## src/rtl/mem_dump_pkg.sv

```systemverilog
// Shared oscilloscope package (also used by mem_clear).
// Holds the dump state enumeration and the default sync header byte.
package mem_dump_pkg;

  typedef enum logic [2:0] {
    ST_IDLE,
    ST_HEADER,
    ST_READ,
    ST_WAIT_DATA,
    ST_SEND,
    ST_DONE
  } dump_state_t;

  localparam logic [7:0] DEFAULT_HEADER = 8'hA5;

endpackage

```

## src/rtl/mem_dump_if.sv

```systemverilog
// Sample-memory read port and UART byte handshake of the memory dumper.
//   mem_en / mem_addr   : one-cycle read strobe and address (master -> memory)
//   mem_rd_data         : read data, valid one cycle after mem_en
//   tx_data / tx_valid  : byte offered to the UART (held until accepted)
//   tx_ready            : UART accepts when tx_valid && tx_ready
interface mem_dump_if #(
  parameter int ADDR_W = 8
);
  logic              mem_en;
  logic [ADDR_W-1:0] mem_addr;
  logic [7:0]        mem_rd_data;
  logic [7:0]        tx_data;
  logic              tx_valid;
  logic              tx_ready;

  modport master (
    output mem_en, mem_addr, tx_data, tx_valid,
    input  mem_rd_data, tx_ready
  );

  modport slave (
    input  mem_en, mem_addr, tx_data, tx_valid,
    output mem_rd_data, tx_ready
  );
endinterface

```

## src/rtl/mem_dump.sv

```systemverilog
// Streams the whole sample memory (2**ADDR_W bytes, ascending address) to a
// UART transmitter, optionally preceded by a sync header byte.
// Ports:
//   clk_50mhz : sole clock, rising edge
//   reset     : asynchronous, active-low
//   activate  : level request; starts a dump from idle
//   done      : high while the dump is complete and activate is still high
//   bus       : mem_dump_if master (memory read port + UART handshake)
module mem_dump
  import mem_dump_pkg::*;
#(
  parameter int         ADDR_W    = 8,
  parameter bit         HEADER_EN = 1'b1,
  parameter logic [7:0] HEADER    = DEFAULT_HEADER
) (
  input  logic       clk_50mhz,
  input  logic       reset,
  input  logic       activate,
  output logic       done,
  mem_dump_if.master bus
);

  localparam logic [ADDR_W-1:0] LAST_ADDR = '1;

  dump_state_t       state, state_nxt;
  logic [ADDR_W-1:0] count, count_nxt;
  logic [7:0]        data_q, data_nxt;

  always_ff @(posedge clk_50mhz or negedge reset) begin
    if (!reset) begin
      state  <= ST_IDLE;
      count  <= '0;
      data_q <= '0;
    end else begin
      state  <= state_nxt;
      count  <= count_nxt;
      data_q <= data_nxt;
    end
  end

  always_comb begin
    state_nxt = state;
    count_nxt = count;
    data_nxt  = data_q;
    case (state)
      ST_IDLE: begin
        count_nxt = '0;
        if (activate) begin
          if (HEADER_EN) begin
            state_nxt = ST_HEADER;
            data_nxt  = HEADER;
          end else begin
            state_nxt = ST_READ;
          end
        end
      end
      ST_HEADER: begin
        if (bus.tx_ready) state_nxt = ST_READ;
      end
      ST_READ: begin
        state_nxt = ST_WAIT_DATA;
      end
      ST_WAIT_DATA: begin
        // Memory answers one cycle after the strobe; capture it here so the
        // byte is presented with tx_valid from the next cycle on.
        data_nxt  = bus.mem_rd_data;
        state_nxt = ST_SEND;
      end
      ST_SEND: begin
        if (bus.tx_ready) begin
          // End of dump found by compare so the counter never wraps.
          if (count == LAST_ADDR) begin
            state_nxt = ST_DONE;
          end else begin
            count_nxt = count + 1'b1;
            state_nxt = ST_READ;
          end
        end
      end
      ST_DONE: begin
        if (!activate) state_nxt = ST_IDLE;
      end
      default: state_nxt = ST_IDLE;
    endcase
  end

  // Outputs decode straight from the state register, so reset clears them
  // immediately and the state after any acceptance never offers a byte.
  assign bus.tx_valid = (state == ST_HEADER) || (state == ST_SEND);
  assign bus.mem_en   = (state == ST_READ);
  assign bus.mem_addr = count;
  assign bus.tx_data  = data_q;
  assign done         = (state == ST_DONE);

endmodule

```

## src/flat_wrapper.sv

```systemverilog
// flat-port wrapper written by rule: the top's interface ports become plain ports
module mem_dump_flat import mem_dump_pkg::*;
#(
  parameter int         ADDR_W    = 8,
  parameter bit         HEADER_EN = 1'b1,
  parameter logic [7:0] HEADER    = DEFAULT_HEADER
)
  (clk_50mhz, reset, activate, done, bus_mem_en, bus_mem_addr, bus_tx_data, bus_tx_valid, bus_mem_rd_data, bus_tx_ready);
  mem_dump_if #(.ADDR_W(ADDR_W)) bus_i ();
  input  logic clk_50mhz;
  input  logic reset;
  input  logic activate;
  output logic done;
  output wire logic [$bits(bus_i.mem_en)-1:0] bus_mem_en;
  output wire logic [$bits(bus_i.mem_addr)-1:0] bus_mem_addr;
  output wire logic [$bits(bus_i.tx_data)-1:0] bus_tx_data;
  output wire logic [$bits(bus_i.tx_valid)-1:0] bus_tx_valid;
  input wire logic [$bits(bus_i.mem_rd_data)-1:0] bus_mem_rd_data;
  input wire logic [$bits(bus_i.tx_ready)-1:0] bus_tx_ready;
  assign bus_mem_en = bus_i.mem_en;
  assign bus_mem_addr = bus_i.mem_addr;
  assign bus_tx_data = bus_i.tx_data;
  assign bus_tx_valid = bus_i.tx_valid;
  assign bus_i.mem_rd_data = bus_mem_rd_data;
  assign bus_i.tx_ready = bus_tx_ready;
  mem_dump #(.ADDR_W(ADDR_W), .HEADER_EN(HEADER_EN), .HEADER(HEADER)) u_core (.clk_50mhz(clk_50mhz), .reset(reset), .activate(activate), .done(done), .bus(bus_i));
endmodule
```

## config.mk

```make
export PLATFORM = sky130hd
export DESIGN_NAME = mem_dump_flat
export DESIGN_NICKNAME = d
export VERILOG_FILES = /design/src/rtl/mem_dump_pkg.sv /design/src/rtl/mem_dump_if.sv /design/src/rtl/mem_dump.sv /design/src/flat_wrapper.sv
export SDC_FILE = /design/constraint.sdc
export NUM_CORES = 1
export LEC_CHECK = 0
export ABC_CLOCK_PERIOD_IN_PS = 2200
export CAP_MARGIN = 5
export CORE_AREA = 2 2 44 46
export CTS_CLUSTER_SIZE = 30
export DETAILED_ROUTE_END_ITERATION = 10
export DIE_AREA = 0 0 46 48
export DONT_BUFFER_PORTS = 1
export GPL_TIMING_DRIVEN = 0
export PLACE_DENSITY = 0.86
export SETUP_SLACK_MARGIN = 0.2
export SLEW_MARGIN = 20
export SYNTH_ARGS = -nofsm -noshare
export SYNTH_HDL_FRONTEND = slang
export SYNTH_SLANG_ARGS = --single-unit
```

## constraint.sdc

```tcl
create_clock -name clk_50mhz -period 2.2 [get_ports clk_50mhz]
set_input_delay 0.33 -clock clk_50mhz [delete_from_list [all_inputs] [get_ports clk_50mhz]]
set_output_delay 0.33 -clock clk_50mhz [all_outputs]
set_load 0.01 [all_outputs]
```

==> results.py, run 1 <==
metrics = {
    "run_status": {
        "status": "finished, final reports clean",
    },
    "timing": {
        "finalSetupViolCount": 0,
        "fin_worst_skew_ns": 0.00310,
        "worst_pin_slew_ns": 0.879,
        "period_needed_ns": 1.83,
        "tns_ns": 0,
        "rsz0062_at_grt": "no",
        "relSlewSlack": 0.412,
        "period_share": 0.830,
        "hold_viol_final": 0,
        "slew_violations": 0,
        "max_freq_ghz": 0.547,
    },
    "route": {
        "drtAntennaViolNets": 0,
        "drc": 0,
        "drt_iter0_drc": 23,
        "dr.pass1.iters": 4,
        "vias_per_cell": 6.65,
        "avgRoutedWirePerCell_um": 16.3,
        "vias": 924,
        "drt_wl_total_um": 2260,
    },
    "critical_path": {
        "critPathLaunchType": "flip-flop",
        "crit_type": "flip-flop to output pin",
        "cp_max_fo": 10,
        "cp-end-kind": "output pin",
        "critical_path_arrival_ns": 1.50,
        "crit_required_ns": 1.87,
    },
    "logic_synthesis": {
        "ys.flop_type": "dfrtp_1",
        "ys_seq_area_frac": 0.451,
        "netlist.area_leader.share": 0.451,
        "synth_top_family_by_area": "simple AND/OR/NAND/NOR gates",
        "async_flop_share": 1.00,
        "synthXorXnorAreaFrac": 0.0166,
        "syn_area_mm2": 0.00105,
        "synth-adder-area-share": 0.0119,
        "syn-num-nets": 130,
        "yosysWarningCount": 0,
        "synth_edf_count": 0,
        "synthMuxAreaShare": 0.00950,
        "synth_compound_area_frac": 0.238,
        "synth_cell_type_count": 37,
        "syn_inst": 117,
        "synth_top_area_cell": "dfrtp_1",
        "avgSynthCellArea_um2": 9.00,
        "synth_area_leaders": "dfrtp_1 45%, nor2_1 5.3%, nand2_1 4.6%",
        "synth-simple-area-share": 0.242,
        "synth-seq-cells": 19,
    },
    "finish": {
        "num_antenna_cells": 0,
        "fillCellCount": 141,
        "final_nets": 136,
        "drive_above_1_share": 0.0984,
        "fin_area_mm2": 0.00111,
        "area_growth_pct": 5.70,
    },
    "clock_tree": {
        "path_clk_slew_ns": 0.11,
        "cts_tree": "yes",
        "clock_path_buffers": 2,
        "htreeDepth": 1,
        "cts_buffers": 3,
        "numClockSinks": 19,
        "cts-root-buf": "clkbuf_4",
        "post_cts_buffers": 0,
        "clock_latency_ns": 0.29,
    },
    "placed_design": {
        "placed_area_mm2": 0.00107,
        "hpwl_um": 1640,
        "io_buffers": 0,
        "gp_congestion": 0.845,
    },
    "die": {
        "initial_utilization": 0.624,
        "die_h_um": 48,
        "core_mm2": 0.00169,
        "rows": 15,
        "die_w_um": 46,
        "boundaryPins": 31,
        "die_area_mm2": 0.00221,
    },
    "global_route": {
        "grt_pass1_wl_um": 3530,
        "track_usage": 0.226,
        "grt_start_max_net_pins": 20,
        "antenna_found_initial": 0,
        "grt_pass1_vias": 873,
        "overflow": 0,
    },
    "power_and_ir_drop": {
        "peakVddDrop_mv": 0.760,
        "powerDensity_mw_per_mm2": 1260,
        "leakage_nw": 0.441,
    },
    "job": {
        "drv_cap": 0,
    },
    "worst_hold_path": {
        "hp-class": "input pin to flip-flop",
    },
}
==> power by group <==
| group | internal [W] | total (W) | switching (W) |
|---|---|---|---|
| Clock | 0.0000676 | 0.000176 | 0.000109 |
| Combinational | 0.000238 | 0.000624 | 0.000386 |
| Sequential | 0.000458 | 0.000604 | 0.000145 |
| Total | 0.000764 | 0.00140 | 0.000640 |
==> Yosys cell counts, drive strengths merged, types with 2 or more instances <==
library cell	n
a22oi	4
o211ai	2
clkbuf	3
and4	2
and3	2
nand3	6
buf	2
a21oi	7
o21ai	9
xnor2	2
o22ai	4
nor2	15
nand4	2
or2	2
nand2	13
inv	3
nand2b	2
o31ai	2
dfrtp	19
nor3	2
==> cell families after synthesis <==
kind of cell,after synthesis
xor+xnor,2
mux,1
buf+inv,8
fa+ha+maj,1
flops,19
simple gates,51
compound gates,35
==> layer usage <==
layer  global-route usage  vias up  routed length, um
met4                0.137        0                 38
li1                     -      441                  -
met2                0.356       35               1050
met3               0.0604        4                137
met5                    0        -                  0
met1                0.279      444               1030
==> critical path, stage by stage, from the launching register on <==
cell,delay [ns]
dfrtp_1,0.37
clkbuf_1,0.19
clkbuf_2,0.23
nor3_1,0.42
==> layout by cell type (no fill, tap or decap), types with 2 or more instances in the layout <==
cell      netlist  layout
clkbuf_4        0       3
buf_2           2       2
nand3_1         6       6
and4_1          2       2
nor3_1          2       2
a21oi_1         7       7
o211ai_1        2       2
o22ai_1         4       4
o31ai_1         2       2
nand2b_1        2       2
dfrtp_1        19      19
and3_1          2       2
a22oi_1         4       4
xnor2_1         2       2
clkbuf_1        3       2
nor2_1         15      15
inv_1           3       3
o21ai_0         8       8
nand2_1        13      13
==> path summary, 6_finish.rpt <==
check | endpoint | startpoint | cells after the start | slack, ns
setup / recovery | bus_mem_en | u_core.state[2] | 3 | 0.37
hold / removal | u_core.bus.tx_data[0] | bus_mem_rd_data[0] | 2 | 0.16
setup reg to reg | u_core.bus.mem_addr[0] | u_core.bus.mem_addr[0] | 5 | 0.51
hold reg to reg | u_core.bus.tx_data[6] | u_core.bus.tx_data[6] | 2 | 0.63
max in group asynchronous | u_core.bus.tx_data[6] | reset | 1 | 1.08
min in group asynchronous | u_core.bus.mem_addr[5] | reset | 1 | 0.59
==> per-stage QoR <==
stage | util | setup WS, ns | hold slack [ns] | power (W) | instances
global route | 0.659 | 0.263 | 0.145 | 0.00152 | 139
finish | 0.659 | 0.373 | 0.162 | 0.00140 | 139
detailed placement | 0.636 | 0.543 | 0.0348 | 0.00122 | 134
CTS | 0.659 | 0.308 | 0.155 | 0.00140 | 139
global placement | 0.636 | 0.561 | 0.0349 | 0.00118 | 134
floorplan | - | 0.658 | 0.0344 | 0.00109 | 117
==> state kept, by name, summed over array words and instances, names as in the netlist <==
signal	cells
u_core.bus.mem_addr	8
u_core.bus.tx_data	8
u_core.state	3
==> cell type report <==
class | instances | area (um2) | area share
inverter | 3 | 11.3 | 0.0101
multi-input combinational | 90 | 546 | 0.490
tap | 17 | 21.3 | 0.0191
timing repair buffer | 1 | 10.0 | 0.00899
clock buffer | 3 | 22.5 | 0.0202
sequential | 19 | 475 | 0.427
buffer | 5 | 22.5 | 0.0202
clock inverter | 1 | 5.00 | 0.00449
==> what timing repair did <==
item / CTS / global route
hold buffers: 1 / 0
resized for setup: 0 / 2
endpoints found under the setup margin: 0 / 2
endpoints found under the hold margin: 19 / 0
Power figures use the tool's default switching activity.
==> run 2: changes to the inputs <==
--- a/config.mk
+++ b/config.mk
@@ -5,15 +5,16 @@
 export SDC_FILE = /design/constraint.sdc
 export NUM_CORES = 1
 export LEC_CHECK = 0
-export ABC_CLOCK_PERIOD_IN_PS = 2200
+export ABC_AREA = 1
+export ABC_CLOCK_PERIOD_IN_PS = 1780
 export CAP_MARGIN = 5
-export CORE_AREA = 2 2 44 46
+export CORE_AREA = 2 2 46 48
 export CTS_CLUSTER_SIZE = 30
 export DETAILED_ROUTE_END_ITERATION = 10
-export DIE_AREA = 0 0 46 48
+export DIE_AREA = 0 0 48 50
 export DONT_BUFFER_PORTS = 1
 export GPL_TIMING_DRIVEN = 0
-export PLACE_DENSITY = 0.86
+export PLACE_DENSITY = 0.82
 export SETUP_SLACK_MARGIN = 0.2
 export SLEW_MARGIN = 20
 export SYNTH_ARGS = -nofsm -noshare
==> constraint.sdc (replaced) <==
create_clock -name clk_50mhz -period 1.78 [get_ports clk_50mhz]
set_input_delay 0.267 -clock clk_50mhz [delete_from_list [all_inputs] [get_ports clk_50mhz]]
set_output_delay 0.267 -clock clk_50mhz [all_outputs]
set_load 0.01 [all_outputs]
==> run 2 against run 1 <==
Area after synthesis rose by 2.9%. Sequential cell count did not move. Non-clock buffer count fell by 4. Global-route usage fell by 2.3 points. Largest power group unchanged.
==> results.py, run 2 <==
metrics = {
    "logic_synthesis": {
        "synth-seq-cells": 19,
        "synth_edf_count": 0,
        "netlist.area_leader.share": 0.439,
        "avgSynthCellArea_um2": 7.80,
        "ys.flop_type": "dfrtp_1",
        "synth_common_cells": "39 x nand2_1, 21 x nor2_1, 19 x dfrtp_1",
        "yosysWarningCount": 0,
        "async_flop_share": 1.00,
        "synth_top_area_cell": "dfrtp_1",
        "synth_cell_type_count": 27,
        "synth_area_leaders": "dfrtp_1 44%, nand2_1 14%, nor2_1 7.3%",
        "post-synth-top-count-cell": "nand2_1",
        "syn_inst": 139,
        "syn-num-nets": 152,
        "syn_area_mm2": 0.00108,
        "ys_seq_area_frac": 0.439,
    },
    "critical_path": {
        "reg2reg_depth": 7,
        "crit_cells": 3,
        "cp_max_fo": 5,
        "crit_type": "flip-flop to output pin",
        "critical_path_arrival_ns": 1.27,
        "crit_required_ns": 1.51,
        "cp-end-kind": "output pin",
        "crit_slowest_cell": "dfrtp_1",
        "crit_chain": "inv_1 > nand3_2 > nand2_4",
        "critical_path_buf_inv_count": 1,
        "critPathLaunchType": "flip-flop",
        "cp_top_family": "flip-flops",
        "crit_path_max_incr_delay_ns": 0.46,
    },
    "route": {
        "drc": 0,
        "drt_iter0_drc": 6,
        "drtAntennaViolNets": 0,
        "vias": 878,
        "avgRoutedWirePerCell_um": 12.5,
        "drt_wl_total_um": 2140,
        "vias_per_cell": 5.13,
        "dr.pass1.iters": 4,
    },
    "job": {
        "drv_cap": 0,
    },
    "clock_tree": {
        "htreeDepth": 1,
        "numClockSinks": 19,
        "cts_buffers": 3,
        "path_clk_slew_ns": 0.11,
        "cts_tree": "yes",
        "clock_path_buffers": 2,
        "clock_latency_ns": 0.30,
        "cts-root-buf": "clkbuf_4",
    },
    "die": {
        "core_mm2": 0.00190,
        "boundaryPins": 31,
        "die_h_um": 50,
        "initial_utilization": 0.570,
        "die_w_um": 48,
        "die_area_mm2": 0.00240,
        "rows": 16,
    },
    "timing": {
        "finalSetupViolCount": 0,
        "hold_viol_final": 0,
        "period_needed_ns": 1.54,
        "max_freq_ghz": 0.650,
        "setup_ws_ns": 0.243,
        "tns_ns": 0,
        "worst_pin_slew_ns": 0.858,
        "period_share": 0.864,
        "rsz0062_at_grt": "yes",
        "slew_violations": 0,
        "fin_worst_skew_ns": 0.00589,
        "relSlewSlack": 0.426,
    },
    "power_and_ir_drop": {
        "p_switching_w": 0.000773,
        "p_seq_frac": 0.421,
        "comb_power_share": 0.444,
        "internal_power_w": 0.000863,
        "p_sw_frac": 0.473,
        "p_clk_frac": 0.134,
        "leakage_nw": 0.572,
        "fin_total_pwr_w": 0.00164,
        "powerDensity_mw_per_mm2": 1400,
        "peakVddDrop_mv": 0.909,
    },
    "finish": {
        "final_cell_mix": "38 x nand2_1, 20 x nor2_1, 17 x dfrtp_1",
        "num_antenna_cells": 0,
        "area_growth_pct": 8.20,
        "finalNonFillerCells": 171,
        "fin_util": 0.616,
        "final_nets": 158,
        "drive_above_1_share": 0.201,
        "layout_commonest_cell": "nand2_1",
    },
    "global_route": {
        "grt_pass1_wl_um": 3500,
        "grt_start_max_net_pins": 20,
        "overflow": 0,
        "grt_pass1_vias": 872,
        "track_usage": 0.203,
        "met2_usage": 0.340,
        "grt-busiest-layer": "met2",
        "use_met3": 0.0586,
        "grtUsageMet1": 0.231,
        "antenna_found_initial": 0,
    },
    "placed_design": {
        "hpwl_um": 1640,
        "place_inst": 166,
        "gp_congestion": 0.822,
        "io_buffers": 0,
        "pre_cts_ws_ns": 0.273,
    },
    "worst_hold_path": {
        "hold_depth": 2,
        "hp-class": "input pin to flip-flop",
    },
    "run_status": {
        "status": "finished, final reports clean",
    },
}
## run 2: cell types whose count changed in the layout (fill, tap and decap cells not counted), moves of 3 or more
cell	delta
nor2_1	+5
nand2_4	+5
o21ai_0	-7
a22oi_1	-4
a21oi_1	-5
o22ai_1	-3
nand2_2	+4
nor2_2	+3
inv_1	+13
nand2_1	+25
o21ai_1	+5
## run 2: power groups by stage
stage | clock network [W] | logic (W) | registers [W]
CTS | 0.000228 | 0.000719 | 0.000689
global placement | 0 | 0.000682 | 0.000693
global route | 0.000251 | 0.000823 | 0.000708
floorplan | 0 | 0.000599 | 0.000673
finish | 0.000220 | 0.000727 | 0.000690
detailed placement | 0 | 0.000712 | 0.000692
## run 2: kinds of logic (layout without fill, tap and decap cells)
kind of cell | Yosys count | after routing | share of synthesized area
xor+xnor | 2 | 2 | 0.0162
fa+ha+maj | 1 | 1 | 0.0115
simple gates | 84 | 84 | 0.381
buf+inv | 20 | 25 | 0.0751
flops | 19 | 19 | 0.439
compound gates | 13 | 13 | 0.0774
## run 2: layout make-up
type                    instances  area [um2]
plain buffers                   1        5.00
clock buffers                   3        22.5
clock inverters                 1        5.00
fillers                       169         729
inverters                      19        76.3
multi-input cells             100         542
flip-flops and latches         19         478
well taps                      27        33.8
repair buffers                  1        10.0
## run 2: final timing paths
check	startpoint	end	slack, ns
max	u_core.state[2]	bus_tx_valid	0.24
min reg2reg	u_core.bus.tx_data[4]	u_core.bus.tx_data[4]	0.57
max reg2reg	u_core.bus.mem_addr[1]	u_core.bus.mem_addr[6]	0.32
min in group asynchronous	reset	u_core.bus.mem_addr[7]	0.51
max in group asynchronous	reset	u_core.bus.mem_addr[1]	0.69
min	bus_mem_rd_data[3]	u_core.bus.tx_data[3]	0.09
## run 2: layer usage
layer / part of all wire / routed length [um]
met1: 0.42 / 890
met4: 0.018 / 38
met5: 0 / 0
met3: 0.051 / 108
met2: 0.51 / 1100
## run 2: per-stage QoR
| step | hold slack, ns | cell area [um2] |
|---|---|---|
| global route | 0.0697 | 1170 |
| global placement | -0.0282 | 1120 |
| floorplan | -0.0286 | 1080 |
| CTS | 0.0783 | 1150 |
| finish | 0.0862 | 1170 |
| detailed placement | -0.0282 | 1120 |
## run 2: what timing repair did
action,4_1_cts,5_1_grt
endpoints found under the setup margin,0,10
buffers inserted,0,0
hold endpoints to repair,19,0
hold buffers,1,0
gates resized for setup,0,6
==> run 3: changes to the inputs <==
--- a/config.mk
+++ b/config.mk
@@ -6,7 +6,7 @@
 export NUM_CORES = 1
 export LEC_CHECK = 0
 export ABC_AREA = 1
-export ABC_CLOCK_PERIOD_IN_PS = 1780
+export ABC_CLOCK_PERIOD_IN_PS = 1650
 export CAP_MARGIN = 5
 export CORE_AREA = 2 2 46 48
 export CTS_CLUSTER_SIZE = 30
==> constraint.sdc (replaced) <==
create_clock -name clk_50mhz -period 1.65 [get_ports clk_50mhz]
set_input_delay 0.2475 -clock clk_50mhz [delete_from_list [all_inputs] [get_ports clk_50mhz]]
set_output_delay 0.2475 -clock clk_50mhz [all_outputs]
set_load 0.01 [all_outputs]
==> run 3 against run 2 <==
Via count rose by 5.0%. First-iteration DRC count grew 17%. Register-to-register slack got worse by 0.06 ns. Global-route usage is 1.2 points higher. Design area is 5.4% higher. Utilization up 3.4 points. Combinational power grew 17%. Critical path depth unchanged. Die area is the same. Setup slack better by 0.018 ns. Power is 13% higher. Routed wire length increased by 7.1%. Largest cell class unchanged. Highest routed layer unchanged.
==> results.py, run 3 (same netlist as run 2, synthesis figures left out) <==
metrics = {
    "critical_path": {
        "cp-end-kind": "output pin",
        "crit_type": "flip-flop to output pin",
        "regToRegStartpoint": "u_core.bus.mem_addr[1]",
        "critical_path_arrival_ns": 1.14,
        "setup.worst_path.start": "u_core.state[2]",
        "cp_max_fo": 5,
        "crit_required_ns": 1.40,
        "critPathLaunchType": "flip-flop",
    },
    "global_route": {
        "grtUsageMet1": 0.266,
        "grt_pass1_vias": 899,
        "grt_start_max_net_pins": 20,
        "antenna_found_initial": 0,
        "overflow": 0,
        "track_usage": 0.215,
        "grt-busiest-layer": "met2",
        "met2_usage": 0.336,
        "use_met3": 0.0586,
        "grt_pass1_wl_um": 3730,
    },
    "finish": {
        "num_antenna_cells": 0,
        "layout_commonest_cell": "nand2_1",
        "drive_above_1_share": 0.279,
        "fillCellCount": 152,
        "multiInputGateArea_um2": 573,
        "final_nets": 161,
        "final_cell_mix": "36 x nand2_1, 20 x nor2_1, 14 x inv_1, 14 x dfrtp_1",
        "fin_area_mm2": 0.00124,
        "register_area_um2": 482,
        "fin_util": 0.650,
        "area_growth_pct": 14.1,
        "finalNonFillerCells": 174,
    },
    "die": {
        "initial_utilization": 0.570,
        "die_area_mm2": 0.00240,
        "rows": 16,
        "core_mm2": 0.00190,
        "boundaryPins": 31,
        "die_h_um": 50,
        "die_w_um": 48,
    },
    "power_and_ir_drop": {
        "leakage_nw": 0.596,
        "peakVddDrop_mv": 1.04,
        "p_switching_w": 0.000856,
        "p_clk_frac": 0.129,
        "comb_power_share": 0.461,
        "p_sw_frac": 0.465,
        "internal_power_w": 0.000986,
        "powerDensity_mw_per_mm2": 1490,
        "p_seq_frac": 0.409,
    },
    "clock_tree": {
        "clock_latency_ns": 0.30,
        "path_clk_slew_ns": 0.11,
        "cts_buffers": 3,
        "cts_tree": "yes",
        "clock_path_buffers": 2,
        "numClockSinks": 19,
        "cts-root-buf": "clkbuf_4",
        "htreeDepth": 1,
    },
    "route": {
        "vias_per_cell": 5.30,
        "drt_wl_total_um": 2290,
        "avgRoutedWirePerCell_um": 13.1,
        "drc": 0,
        "dr.pass1.iters": 4,
        "vias": 922,
        "drtAntennaViolNets": 0,
        "drt_iter0_drc": 7,
    },
    "worst_hold_path": {
        "hp-start": "bus_mem_rd_data[3]",
        "hp-class": "input pin to flip-flop",
    },
    "placed_design": {
        "hpwl_um": 1640,
        "io_buffers": 0,
        "placed_area_mm2": 0.00112,
        "place_inst": 166,
        "gp_congestion": 0.822,
        "pre_cts_ws_ns": 0.143,
    },
    "run_status": {
        "status": "finished, final reports clean",
    },
    "timing": {
        "tns_ns": 0,
        "period_share": 0.842,
        "worst_pin_slew_ns": 0.863,
        "rsz0062_at_grt": "yes",
        "slew_violations": 0,
        "max_freq_ghz": 0.720,
        "fin_worst_skew_ns": 0.00378,
        "period_needed_ns": 1.39,
        "finalSetupViolCount": 0,
        "hold_viol_final": 0,
        "relSlewSlack": 0.423,
        "setup_ws_ns": 0.261,
    },
    "job": {
        "drv_cap": 0,
    },
}
run 3: cell count changes in the layout (fill, tap and decap cells not counted), sizes merged:
cell	previous run	this run
buf	1	4
run 3: repair_timing:
action,in CTS,in global routing
gates resized for setup,13,7
buffers inserted,3,0
pin swaps,5,2
endpoints found under the hold margin,19,0
hold buffers,1,0
endpoints found under the setup margin,10,13
run 3: worst paths after layout:
kind | to | slack [ns] | depth (start not counted)
setup / recovery | bus_tx_valid | 0.26 | 3
hold / removal | u_core.bus.tx_data[3] | 0.07 | 2
setup reg to reg | u_core.bus.mem_addr[6] | 0.26 | 7
hold reg to reg | u_core.bus.tx_data[4] | 0.57 | 2
max in group asynchronous | u_core.bus.mem_addr[1] | 0.57 | 1
min in group asynchronous | u_core.bus.mem_addr[7] | 0.49 | 1
run 3: per-layer routing:
metal / part of all wire / wire length (um)
met3: 0.052 / 119
met2: 0.51 / 1180
met5: 0 / 0
met1: 0.41 / 938
met4: 0.023 / 52
run 3: stage by stage:
step | total power (W) | hold slack (ns)
4_1_cts | 0.00182 | 0.0588
5_1_grt | 0.00200 | 0.0502
3_5_place_dp | 0.00152 | -0.0477
2_1_floorplan | 0.00137 | -0.0481
3_3_place_gp | 0.00148 | -0.0477
6_report | 0.00184 | 0.0653
run 3: power groups by stage:
| stage | logic, W | clock network, W | registers [W] |
|---|---|---|---|
| 6_report | 0.000849 | 0.000238 | 0.000754 |
| 5_1_grt | 0.000952 | 0.000271 | 0.000775 |
| 4_1_cts | 0.000827 | 0.000246 | 0.000751 |
| 3_5_place_dp | 0.000768 | 0 | 0.000747 |
| 3_3_place_gp | 0.000736 | 0 | 0.000748 |
| 2_1_floorplan | 0.000646 | 0 | 0.000726 |
run 3: final cells by class:
| class | count | share of cell area |
|---|---|---|
| timing repair buffer | 4 | 0.0263 |
| inverter | 19 | 0.0617 |
| clock inverter | 1 | 0.00405 |
| clock buffer | 3 | 0.0182 |
| buffer | 1 | 0.00911 |
| multi-input combinational | 100 | 0.464 |
| tap | 27 | 0.0273 |
| sequential | 19 | 0.390 |
run 3: critical path, stage by stage (launching register included):
cell and delay [ns]:
dfrtp_2 0.47, inv_2 0.15, nand3_2 0.13, nand2_4 0.10
